File: src/rtl/dot_product_8.sv
// Streaming 8x8 unsigned dot product: accumulates LEN operand products, then presents the sum.
// Optional DOT_EARLY_LAST_EN adds in_last so a vector may end before LEN beats.
module dot_product_8 #(
  parameter  int WORDLEN = 8,
  parameter  int LEN     = 4,
  parameter  int ACCW    = 2*WORDLEN + $clog2(LEN+1),
  localparam int CW      = $clog2(LEN+1)
) (
  input  logic               clk,
  input  logic               rst,
  input  logic               in_valid,
  output logic               in_ready,
  input  logic [WORDLEN-1:0] in_a,
  input  logic [WORDLEN-1:0] in_b,
`ifdef DOT_EARLY_LAST_EN
  input  logic               in_last,
`endif
  output logic               out_valid,
  input  logic               out_ready,
  output logic [ACCW-1:0]    out_sum,
  output logic [CW-1:0]      out_beats
);

  typedef enum logic [1:0] {ACC, DRAIN, HOLD} state_t;

  state_t               state_q, state_d;
  logic [CW-1:0]        acnt_q, acnt_d;
  logic [ACCW-1:0]      acc_q, acc_d;
  logic [WORDLEN-1:0]   op_a_q, op_a_d, op_b_q, op_b_d;
  logic                 op_valid_q, op_valid_d;
  logic                 op_last_q, op_last_d;
  logic                 out_valid_q, out_valid_d;
  logic [ACCW-1:0]      out_sum_q, out_sum_d;
  logic [CW-1:0]        out_beats_q, out_beats_d;

  logic                 accept;
  logic                 beat_last;
  logic [2*WORDLEN-1:0] mult_p;
  logic [ACCW-1:0]      product;

  // Mult_8 stage: purely combinational 8x8 -> 16 on the registered operands
  assign mult_p  = op_a_q * op_b_q;
  assign product = ACCW'(mult_p);

  assign in_ready  = (state_q == ACC) & ~rst;
  assign accept    = in_valid & in_ready;
`ifdef DOT_EARLY_LAST_EN
  assign beat_last = (acnt_q == CW'(LEN-1)) | in_last;
`else
  assign beat_last = (acnt_q == CW'(LEN-1));
`endif

  assign out_valid = out_valid_q;
  assign out_sum   = out_sum_q;
  assign out_beats = out_beats_q;

  always_comb begin
    state_d     = state_q;
    acnt_d      = acnt_q;
    acc_d       = acc_q;
    op_a_d      = op_a_q;
    op_b_d      = op_b_q;
    op_valid_d  = accept;
    op_last_d   = accept & beat_last;
    out_valid_d = out_valid_q;
    out_sum_d   = out_sum_q;
    out_beats_d = out_beats_q;

    if (accept) begin
      op_a_d = in_a;
      op_b_d = in_b;
      acnt_d = acnt_q + CW'(1);
    end

    // acnt_q already includes the last beat when it reaches the multiply stage
    if (op_valid_q) begin
      if (op_last_q) begin
        out_sum_d   = acc_q + product;
        out_beats_d = acnt_q;
        out_valid_d = 1'b1;
        acc_d       = '0;
      end else begin
        acc_d = acc_q + product;
      end
    end

    case (state_q)
      ACC: begin
        if (accept && beat_last) state_d = DRAIN;
      end
      DRAIN: begin
        if (op_valid_q && op_last_q) state_d = HOLD;
      end
      HOLD: begin
        if (out_valid_q && out_ready) begin
          out_valid_d = 1'b0;
          acnt_d      = '0;
          state_d     = ACC;
        end
      end
      default: state_d = ACC;
    endcase
  end

  always_ff @(posedge clk) begin
    if (rst) begin
      state_q     <= ACC;
      acnt_q      <= '0;
      acc_q       <= '0;
      op_a_q      <= '0;
      op_b_q      <= '0;
      op_valid_q  <= 1'b0;
      op_last_q   <= 1'b0;
      out_valid_q <= 1'b0;
      out_sum_q   <= '0;
      out_beats_q <= '0;
    end else begin
      state_q     <= state_d;
      acnt_q      <= acnt_d;
      acc_q       <= acc_d;
      op_a_q      <= op_a_d;
      op_b_q      <= op_b_d;
      op_valid_q  <= op_valid_d;
      op_last_q   <= op_last_d;
      out_valid_q <= out_valid_d;
      out_sum_q   <= out_sum_d;
      out_beats_q <= out_beats_d;
    end
  end

endmodule

File: config.mk
export PLATFORM = sky130hd
export DESIGN_NAME = dot_product_8
export DESIGN_NICKNAME = d
export VERILOG_FILES = /design/src/rtl/dot_product_8.sv
export SDC_FILE = /design/constraint.sdc
export NUM_CORES = 1
export LEC_CHECK = 0
export ABC_CLOCK_PERIOD_IN_PS = 5060
export CAP_MARGIN = 20
export CORE_MARGIN = 1.5
export CORE_UTILIZATION = 30
export DETAILED_ROUTE_END_ITERATION = 7
export SLEW_MARGIN = 20
export SYNTH_ARGS = -nofsm -noshare
export SYNTH_HDL_FRONTEND = slang
export SYNTH_SLANG_ARGS = --single-unit
File: constraint.sdc
create_clock -name clk -period 5.06 [get_ports clk]
set_input_delay 1.012 -clock clk [delete_from_list [all_inputs] [get_ports clk]]
set_output_delay 1.012 -clock clk [all_outputs]
set_load 0.01 [all_outputs]
**Word level (Yosys, flattened, before mapping)**

Index checks and enable logic that the tools add are counted.

- Bits in registers: 65
- Latch bits: 0
- Memory bits (writable): 0
- Memory bits (read-only): 0
- Bits of input ports: 20
- Output and inout port bits: 24
- Logic and storage cells: 41
- Memories: 0

- $add $sub $neg: 2
- $mul: 1
- Div/mod/pow operators: 0
- Order comparisons: 0
- Equal/unequal tests: 6
- Shift-type cells: 0
- Muxes and demuxes: 12
- Bitwise operators: 4
- Reductions and logical operators: 6

Operators with widths:

| kind | count |
|---|---|
| 19-bit by 16-bit adder with 19-bit output | 1 |
| 19-bit two-way mux | 1 |
| 8-bit by 8-bit multiplier with 16-bit output | 1 |
| 3-bit two-way mux | 3 |
| 2-bit two-way mux | 3 |
| 2-bit case mux with 3 select lines | 1 |
| 1-bit two-way mux | 4 |
| 2-bit inequality test (second input constant) | 2 |
| 3-bit by 1-bit adder with 3-bit output (second input constant) | 1 |
| 1-bit bitwise AND | 3 |
| 3-bit by 2-bit == test with 1-bit output (second input constant) | 1 |
| 1-bit logical AND | 3 |
| 3-bit AND reduction | 1 |
| 2-bit by 1-bit == test with 1-bit output (second input constant) | 1 |
| 2-bit == test (second input constant) | 1 |
| 2-bit logical NOT | 1 |
| 2-bit by 1-bit inequality test with 1-bit output (second input constant) | 1 |
| 2-bit AND reduction | 1 |
| 1-bit inverter | 1 |

**Logic depth before layout (Yosys ltp)**

Gate-level depths: netlist (run 1).

- Depth after elaboration: 6
- Depth in mapped cells: 16
- Mapped depth without buffers: 15

**Least setup slack after synthesis (run 1)**

No wires, ideal clock.

- Path type: register to register
- Start point: register op_a_q[3]
- End point: register acc_q[15]
- Arrival time: 4.244 ns
- Data required time: 4.923 ns
- Setup slack: 0.678 ns
- Cell stages (with the launch flop): 17
- Buffers on the path: 1
- Period minus slack after synthesis: 4.382 ns
- Path through: dfxtp_1 clkbuf_1 and2_1 fa_1 inv_1 fa_1 inv_1 fa_1 inv_1 fa_1 inv_1 ha_1 a21oi_1 o211ai_1 a2111oi_1 or2_1 o221ai_1

- Longest elaborated chain between the ends: 3

Ends and longest elaborated chain:

| what | RTL line | text |
|---|---|---|
| start, declared | 29 | `logic [WORDLEN-1:0] op_a_q, op_a_d, op_b_q, op_b_d;` |
| start signal, assigned | 121 | `op_a_q <= op_a_d;` |
| 8-bit by 8-bit multiplier with 16-bit output | 42 | `assign mult_p = op_a_q * op_b_q;` |
| 19-bit by 16-bit adder with 19-bit output | 83 | `acc_d = acc_q + product;` |
| 19-bit two-way mux | 77 | `if (op_last_q) begin` |
| end signal, assigned | 109 | `acc_q <= '0;` |
| end signal, assigned | 120 | `acc_q <= acc_d;` |
| end, declared | 28 | `logic [ACCW-1:0] acc_q, acc_d;` |

Every way passes these cells.
A chain may end at the register's enable or synchronous reset.

**Worst setup path after layout (run 1)**

- Start point: register op_a_q[2]
- End point: register out_sum_q[17] (netlist: out_sum[17])

- Longest elaborated chain between the ends: 2

Ends and longest elaborated chain:

| what | RTL line | text |
|---|---|---|
| 8-bit by 8-bit multiplier with 16-bit output | 42 |  |
| 19-bit by 16-bit adder with 19-bit output | 78 | `out_sum_d = acc_q + product;` |
| end signal, assigned | 126 | `out_sum_q <= out_sum_d;` |
| end, declared | 33 | `logic [ACCW-1:0] out_sum_q, out_sum_d;` |

Every way passes these cells.

==> results of run 1 <==
==> metal layers <==
metal | GRT usage | share of wire | up-vias
li1 | - | - | 2049
met1 | 0.205 | 0.52 | 1891
met2 | 0.198 | 0.42 | 73
met3 | 0.0285 | 0.043 | 13
met4 | 0.0514 | 0.017 | 0
met5 | 0 | 0 | -
==> worst paths after layout <==
| path | startpoint | endpoint | slack, ns | cells after the start |
|---|---|---|---|---|
| setup / recovery | op_a_q[2] | out_sum[17] | 0.44 | 14 |
| hold / removal | out_sum[4] | out_sum[4] | 0.45 | 2 |
| setup reg to reg | op_a_q[2] | out_sum[17] | 0.44 | 14 |
| hold reg to reg | out_sum[4] | out_sum[4] | 0.45 | 2 |
==> logic make-up after synthesis <==
logic type | share of synthesized area
AND/OR/NAND/NOR | 0.205
flip-flops | 0.249
XOR/XNOR | 0.0151
AO/OA/AOI/OAI | 0.142
adder cells (fa/ha/maj) | 0.295
multiplexers | 0.00192
buffers and inverters | 0.0922
==> power groups by stage <==
stage	Sequential, mW	Combinational [mW]	Clock, mW
3_3_place_gp	0.563	0.256	0
4_1_cts	0.554	0.260	0.645
3_5_place_dp	0.565	0.255	0
2_1_floorplan	0.551	0.194	0
5_1_grt	0.557	0.296	0.665
6_report	0.554	0.255	0.627
==> area by class of cell <==
type | count | area [um^2]
tap | 225 | 282
inverter | 95 | 357
clock inverter | 6 | 66.3
clock buffer | 10 | 229
fill | 1816 | 11000
timing repair buffer | 49 | 470
sequential | 65 | 1300
multi-input combinational | 422 | 3450
==> synth_stat cells, drive strengths merged, types with 4 or more instances <==
cell type	number
a21oi	27
ha	43
fa	50
inv	95
nor3	7
nor2	19
nand3b	15
o21ai	27
and3	6
nor2b	8
and2	34
o211ai	10
o22ai	4
nand2b	23
nand3	5
nand2	81
clkbuf	25
dfxtp	65
xor2	6
buf	7
a31oi	4
o32ai	5
or3	4
a21o	4
==> cells in the final DEF, fill, tap and decap left out, types with 7 or more instances in the layout <==
| master | instances |
|---|---|
| clkbuf_16 | 9 |
| nor2_1 | 19 |
| clkdlybuf4s50_1 | 42 |
| nand2_1 | 81 |
| nand3b_1 | 15 |
| nor3_1 | 7 |
| fa_1 | 50 |
| ha_1 | 43 |
| nand2b_1 | 23 |
| nor2b_1 | 8 |
| and2_1 | 33 |
| a21oi_1 | 27 |
| inv_1 | 95 |
| o211ai_1 | 10 |
| o21ai_0 | 25 |
| dfxtp_1 | 65 |
==> state kept, by name, indices dropped and copies added (netlist names), 2 cells and up <==
signal and cells:
out_beats 3, out_sum 19, op_a_q 8, acnt_q 3, op_b_q 8, state_q 2
acc_q 19
==> metrics by stage <==
stage               power, mW  setup WS (ns)   util  cells  area (um^2)
global route             1.52          0.125  0.358    872         6150
finish                   1.44          0.441  0.358    872         6150
detailed placement      0.820          0.316  0.341    856         5850
global placement        0.819          0.427  0.341    856         5850
floorplan               0.746          0.678      -    614         5220
CTS                      1.46          0.307  0.358    872         6140
==> tightest hold or removal path: stages (launching register included) <==
cell and delay (ns):
dfxtp_1 0.31, nand2_1 0.05, a21oi_1 0.05
==> repair_timing <==
item / 4_1_cts / 5_1_grt
buffers inserted: 0 / 0
endpoints found under the setup margin: 0 / 1
gates resized for setup: 0 / 1
==> metrics.txt, run 1 <==
status finished, final reports clean; Yosys top cell by area dfxtp_1; max_cap viols 0; Comb pwr share 0.177; Final Max Tran Viols 0; critical path class reg -> reg; Initial Utilization 0.304; hpwl dp 8.72 mm; Flop pwr share 0.386; Mapped Nets 727; # nets final 755; CP bufs+invs 3; clock sinks 65; antenna cells 0; final setup TNS 0 ns; Synth area leaders dfxtp_1, fa_1, ha_1; async set-or-reset flop fraction in the synthesized netlist 0; pwr dens 233 mW/mm^2; Starting DRT DRC Count 210; H-tree depth 3; final hold vios 0; initial antenna violation count 0; top cell type's share of synthesized area 0.249; Crit-path slowest cell fa_1; maximum clock path buffer count 2; # hold bufs at CTS 0; synthesized area per cell 8.51 um^2; Arr. time, crit path 4.88 ns; Clock Power Share 0.437; final WL 11.7 mm; pin count of the biggest net entering global routing 74; CP top delay family adder cells; crit-path cells nand2_1 -> fa_1 -> fa_1 -> inv_1 -> fa_1 -> inv_1 -> fa_1 -> inv_1 -> ha_1 -> a21oi_1 -> o211ai_1 -> a2111o_1 -> and2_1 -> o211ai_1; hold slack 0.453 ns; Synth Register Bits 65; Max VDD drop 182 uV; max incr delay on CP 0.56 ns; TritonRoute pass-1 iters 4; switch share 0.291; CP max FO 9; Clock Pin Slew Worst Setup and Hold Paths 0.06 ns; YS warnings 0; Clock Latency Late Sink 0.34 ns; Total Routing Usage GR 0.139; Worst Clk Skew 0.00806 ns; Max Fclk 217 MHz; die width 135 um; count of final setup violators 0; CORE AREA 0.0172 mm^2; die height 135 um; vias per inst 4.62; CP required 5.32 ns; drc violations 0; relative slew slack 0.539; Post-Synthesis Cells 614; vias 4,026; distinct cell type count after synthesis 50; I/O Buffers 43; gpl congestion 0.800; mapped cell area 0.00522 mm^2; Top Ports 44; internal power contribution 1.02 mW; switching pwr 0.418 mW; RSZ-0062 raised after global routing no; Slew @ Worst Pin 0.691 ns; ys flop type dfxtp_1; GRT overflow 0; first-pass GRT wire length 20.0 mm; number of global-route vias before repair 4,012; sequential cell area fraction in the yosys report 0.249; CP Capture Type register; cell repeated most along the worst path fa_1; clock tree root buffer cell clkbuf_16; CP startpoint kind register; fin crit period 4.62 ns; number of flops mapped to enable cells by yosys 0; DR WL/cell 13.4 um; FP Rows 48; CTS tree yes; Die Area 0.0182 mm^2; Pleak 2.68 nW; fraction of layout cells with a size suffix above 1 0.0448; Detail Route Antenna Nets 0; worst hold path type reg -> reg; area grow syn2layout 17.8%; fin crit share 0.913; cts bufs inserted 9
Note: power is estimated with default switching activity, not from simulation.
==> run 2, diff against run 1 <==
--- a/config.mk
+++ b/config.mk
@@ -6,11 +6,9 @@
 export NUM_CORES = 1
 export LEC_CHECK = 0
 export ABC_CLOCK_PERIOD_IN_PS = 5060
-export CAP_MARGIN = 20
 export CORE_MARGIN = 1.5
 export CORE_UTILIZATION = 30
 export DETAILED_ROUTE_END_ITERATION = 7
-export SLEW_MARGIN = 20
 export SYNTH_ARGS = -nofsm -noshare
 export SYNTH_HDL_FRONTEND = slang
 export SYNTH_SLANG_ARGS = --single-unit
==> run 2 against run 1 <==
Die area unchanged. Sequential share of layout area hardly changed. Clock power hardly changed. Non-clock buffer count did not move. Worst setup slack hardly changed. First-iteration DRC count did not move. Clock-buffer cell count stayed put. Final cell count is the same. Sequential power barely moved. Core utilization about the same. Worst hold slack unchanged. Via count grew 0.12%.
==> metrics.txt, run 2 (synthesis gave the netlist of run 1 again) <==
crit-path cells nand2_1 -> fa_1 -> fa_1 -> inv_1 -> fa_1 -> inv_1 -> fa_1 -> inv_1 -> ha_1 -> a21oi_1 -> o211ai_1 -> a2111o_1 -> and2_1 -> o211ai_1; status finished, final reports clean; switching pwr 0.418 mW; Max Fclk 217 MHz; pwr dens 234 mW/mm^2; most frequent cells in the layout inv_1, nand2_1, dfxtp_1; CP startpoint kind register; CORE AREA 0.0172 mm^2; # hold bufs at CTS 0; worst hold path type reg -> reg; internal power contribution 1.02 mW; number of global-route vias before repair 4,012; die height 135 um; Die Area 0.0182 mm^2; Comb pwr share 0.177; pin count of the biggest net entering global routing 74; post_cts resized 0; # Post-CTS Setup Buffers 0; vias per inst 4.62; cts bufs inserted 9; max incr delay on CP 0.56 ns; CP max FO 9; clock tree root buffer cell clkbuf_16; commonest non-fill, non-tap cell in the layout inv_1; Detail Route Antenna Nets 0; vias 4,031; CTS tree yes; Slew @ Worst Pin 1.03 ns; fin crit share 0.913; CP required 5.32 ns; initial antenna violation count 0; Arr. time, crit path 4.88 ns; count of final setup violators 0; area grow syn2layout 17.8%; TritonRoute pass-1 iters 4; drc violations 0; Worst Clk Skew 0.00806 ns; switch share 0.291; first-pass GRT wire length 20.0 mm; clock sinks 65; CP top delay family adder cells; Final Max Tran Viols 0; antenna cells 0; fin crit period 4.62 ns; Top Ports 44; cell repeated most along the worst path fa_1; DR WL/cell 13.4 um; Non-Filler Instances 872; Clock Latency Late Sink 0.34 ns; Clock Power Share 0.437; relative slew slack 0.316; GRT overflow 0; final setup TNS 0 ns; final hold vios 0; Clock Pin Slew Worst Setup and Hold Paths 0.06 ns; Total Routing Usage GR 0.139; maximum clock path buffer count 2; Critical Path Stages 14; gpl congestion 0.800; Pleak 2.68 nW; hold slack 0.453 ns; critical path class reg -> reg; final WL 11.7 mm; fraction of layout cells with a size suffix above 1 0.0433; # nets final 755; placed cells 856; worst slack at placement 0.316 ns; CP bufs+invs 3; CP Capture Type register; H-tree depth 3; hpwl dp 8.72 mm; Max VDD drop 182 uV; RSZ-0062 raised after global routing no; Crit-path slowest cell fa_1; worst setup margin 0.441 ns; die width 135 um; Starting DRT DRC Count 210; max_cap viols 0; Reg2Reg Depth 14; Flop pwr share 0.386; Hold Path Depth 2; I/O Buffers 43; Initial Utilization 0.304; FP Rows 48
==> run 2: final timing paths <==
check,startpoint,endpoint,slack (ns)
setup reg to reg,op_a_q[2],out_sum[17],0.44
hold reg to reg,out_sum[4],out_sum[4],0.45
setup / recovery,op_a_q[2],out_sum[17],0.44
hold / removal,out_sum[4],out_sum[4],0.45
==> run 2: worst reg2reg max path, delay by kind of cell (launching register included) <==
kind                     cells  cell delay [ns]
adder cells (fa/ha/maj)      5             2.47
AO/OA/AOI/OAI                4             1.10
flip-flops                   1             0.52
AND/OR/NAND/NOR              2             0.29
buffers and inverters        3             0.16
==> run 2: cell type report <==
class	instances	area, um^2
sequential	65	1300
tap	225	282
timing repair buffer	49	470
inverter	95	357
fill	1816	11000
clock buffer	10	229
clock inverter	6	66.3
multi-input combinational	422	3440
==> run 2: power by group through the flow <==
stage,combinational [mW],clock [mW],sequential [mW]
after global placement,0.256,0,0.563
after global routing,0.296,0.665,0.557
after detailed placement,0.255,0,0.565
after CTS,0.260,0.645,0.554
after floorplan,0.194,0,0.551
final,0.255,0.627,0.554
==> run 2: stage by stage <==
step	util	total power [mW]	instance area [um^2]
floorplan	-	0.746	5220
global placement	0.341	0.819	5850
detailed placement	0.341	0.820	5850
CTS	0.358	1.46	6140
global route	0.358	1.52	6150
finish	0.358	1.44	6150
==> run 2: per-layer routing <==
metal  up-vias  GRT usage  part of all wire
met1      1894      0.205              0.51
li1       2049          -                 -
met3        13     0.0285             0.044
met4         0     0.0514             0.017
met5         -          0                 0
met2        75      0.198              0.42
==> run 3, diff against run 2 <==
--- a/config.mk
+++ b/config.mk
@@ -6,6 +6,7 @@
 export NUM_CORES = 1
 export LEC_CHECK = 0
 export ABC_CLOCK_PERIOD_IN_PS = 5060
+export CORE_ASPECT_RATIO = 0.9
 export CORE_MARGIN = 1.5
 export CORE_UTILIZATION = 30
 export DETAILED_ROUTE_END_ITERATION = 7
==> run 3 against run 2 <==
Clock skew fell by 0.0030 ns. Sequential cell count did not move. Core utilization grew 0.70 points. Via count is 1.3% higher. Final area rose by 0.59%. Die area about the same. Critical path type unchanged. Worst hold slack better by 0.0014 ns. Sequential power barely moved. Highest routed layer unchanged. Maximum frequency shrank 1.3%. Largest cell class unchanged.
==> metrics.txt, run 3 (synthesis gave the netlist of run 1 again) <==
placed cells 866; hpwl dp 9.29 mm; final setup TNS 0 ns; area grow syn2layout 18.4%; CTS tree yes; status finished, final reports clean; CORE AREA 0.0169 mm^2; CP max FO 9; # nets final 755; Pleak 2.69 nW; most frequent cells in the layout inv_1, nand2_1, dfxtp_1; pwr dens 241 mW/mm^2; Worst Setup SP op_a_q[1]; Worst Clk Skew 0.00505 ns; maximum clock path buffer count 2; final instance area 0.00619 mm^2; TritonRoute pass-1 iters 4; Clock Latency Late Sink 0.35 ns; Slew @ Worst Pin 0.708 ns; final hold vios 0; reg2reg start op_a_q[1]; DR WL/cell 14.0 um; fin crit share 0.925; worst hold path type reg -> reg; vias 4,082; fin crit period 4.68 ns; Die Area 0.0182 mm^2; Non-Filler Instances 881; Cell Area, Placed 0.00586 mm^2; count of final setup violators 0; Critical Path End acc_q[15]; clock tree root buffer cell clkbuf_16; Worst R2R Setup Slack 0.38 ns; CP required 5.26 ns; vias per inst 4.63; initial antenna violation count 0; die height 128 um; Total Routing Usage GR 0.146; # Post-CTS Setup Buffers 0; RSZ-0062 raised after global routing no; pin count of the biggest net entering global routing 74; Top Ports 44; critical path class reg -> reg; clock sinks 65; CP Capture Type register; cts bufs inserted 9; final WL 12.3 mm; drc violations 0; relative slew slack 0.528; Max VDD drop 148 uV; die width 142 um; H-tree depth 3; Reg2Reg Depth 14; fraction of layout cells with a size suffix above 1 0.0433; first-pass GRT wire length 20.7 mm; FF-to-FF End acc_q[15]; fillers 1,755; Detail Route Antenna Nets 0; Initial Utilization 0.308; Arr. time, crit path 4.88 ns; Clock Pin Slew Worst Setup and Hold Paths 0.06 ns; number of global-route vias before repair 3,983; Max Fclk 214 MHz; FP Rows 45; GRT overflow 0; Final Max Tran Viols 0; I/O Buffers 43; max_cap viols 0; Starting DRT DRC Count 185; gpl congestion 0.864; antenna cells 0; # hold bufs at CTS 0; commonest non-fill, non-tap cell in the layout inv_1; CP startpoint kind register
[run 3: changes by cell type in the layout (fill, tap and decap cells not counted), sizes merged]
cell / delta
inv: -1
clkinvlp: -1
bufinv: +1
[run 3: area by class of cell]
class / count / area (um^2) / area share
Tap cell: 235 / 294 / 0.0475
Clock buffer: 10 / 239 / 0.0386
Clock inverter: 5 / 80.1 / 0.0129
Inverter: 95 / 357 / 0.0576
Multi-Input combinational cell: 422 / 3440 / 0.557
Sequential cell: 65 / 1300 / 0.210
Timing Repair Buffer: 49 / 470 / 0.0761
[run 3: timing repair]
item,CTS,global route
setup endpoints to repair,0,2
resized for setup,0,1
endpoints found under the hold margin,0,0
[run 3: layer usage]
layer	up-vias	track usage	share of wire
li1	2052	-	-
met1	1941	0.201	0.50
met2	72	0.223	0.45
met3	17	0.0437	0.043
met4	0	0.0388	0.015
met5	-	0	0
[run 3: per-stage QoR]
stage,power [mW],util,hold slack [ns],setup WS [ns]
5_1_grt,1.57,0.365,0.478,0.123
4_1_cts,1.51,0.365,0.458,0.269
6_report,1.49,0.365,0.455,0.381
2_1_floorplan,0.746,-,0.445,0.678
3_5_place_dp,0.823,0.346,0.450,0.283
3_3_place_gp,0.818,0.346,0.446,0.388
[run 3: worst min-delay path by stage]
stage	start	slack [ns]	depth (start not counted)	end
2_1_floorplan	acnt_q[2]	0.45	2	out_beats[2]
6_report	out_beats[2]	0.45	2	out_beats[2]
3_3_place_gp	out_sum[0]	0.45	2	out_sum[0]
5_1_grt	out_beats[1]	0.48	2	out_beats[1]
4_1_cts	out_beats[2]	0.46	2	out_beats[2]
3_5_place_dp	out_sum[3]	0.45	2	out_sum[3]
[run 3: critical path: stages, from the launching register on]
cell,delay (ns)
dfxtp_1,0.50
nand2_1,0.13
fa_1,0.51
fa_1,0.56
inv_1,0.06
fa_1,0.53
inv_1,0.06
fa_1,0.53
inv_1,0.05
ha_1,0.34
a21oi_1,0.27
o211ai_1,0.25
a2111oi_2,0.43
or2_1,0.19
o221ai_1,0.12
[run 3: report_power, final]
group | switching (mW) | internal (mW)
logic | 0.149 | 0.105
clock network | 0.242 | 0.441
registers | 0.0249 | 0.530
total | 0.416 | 1.08
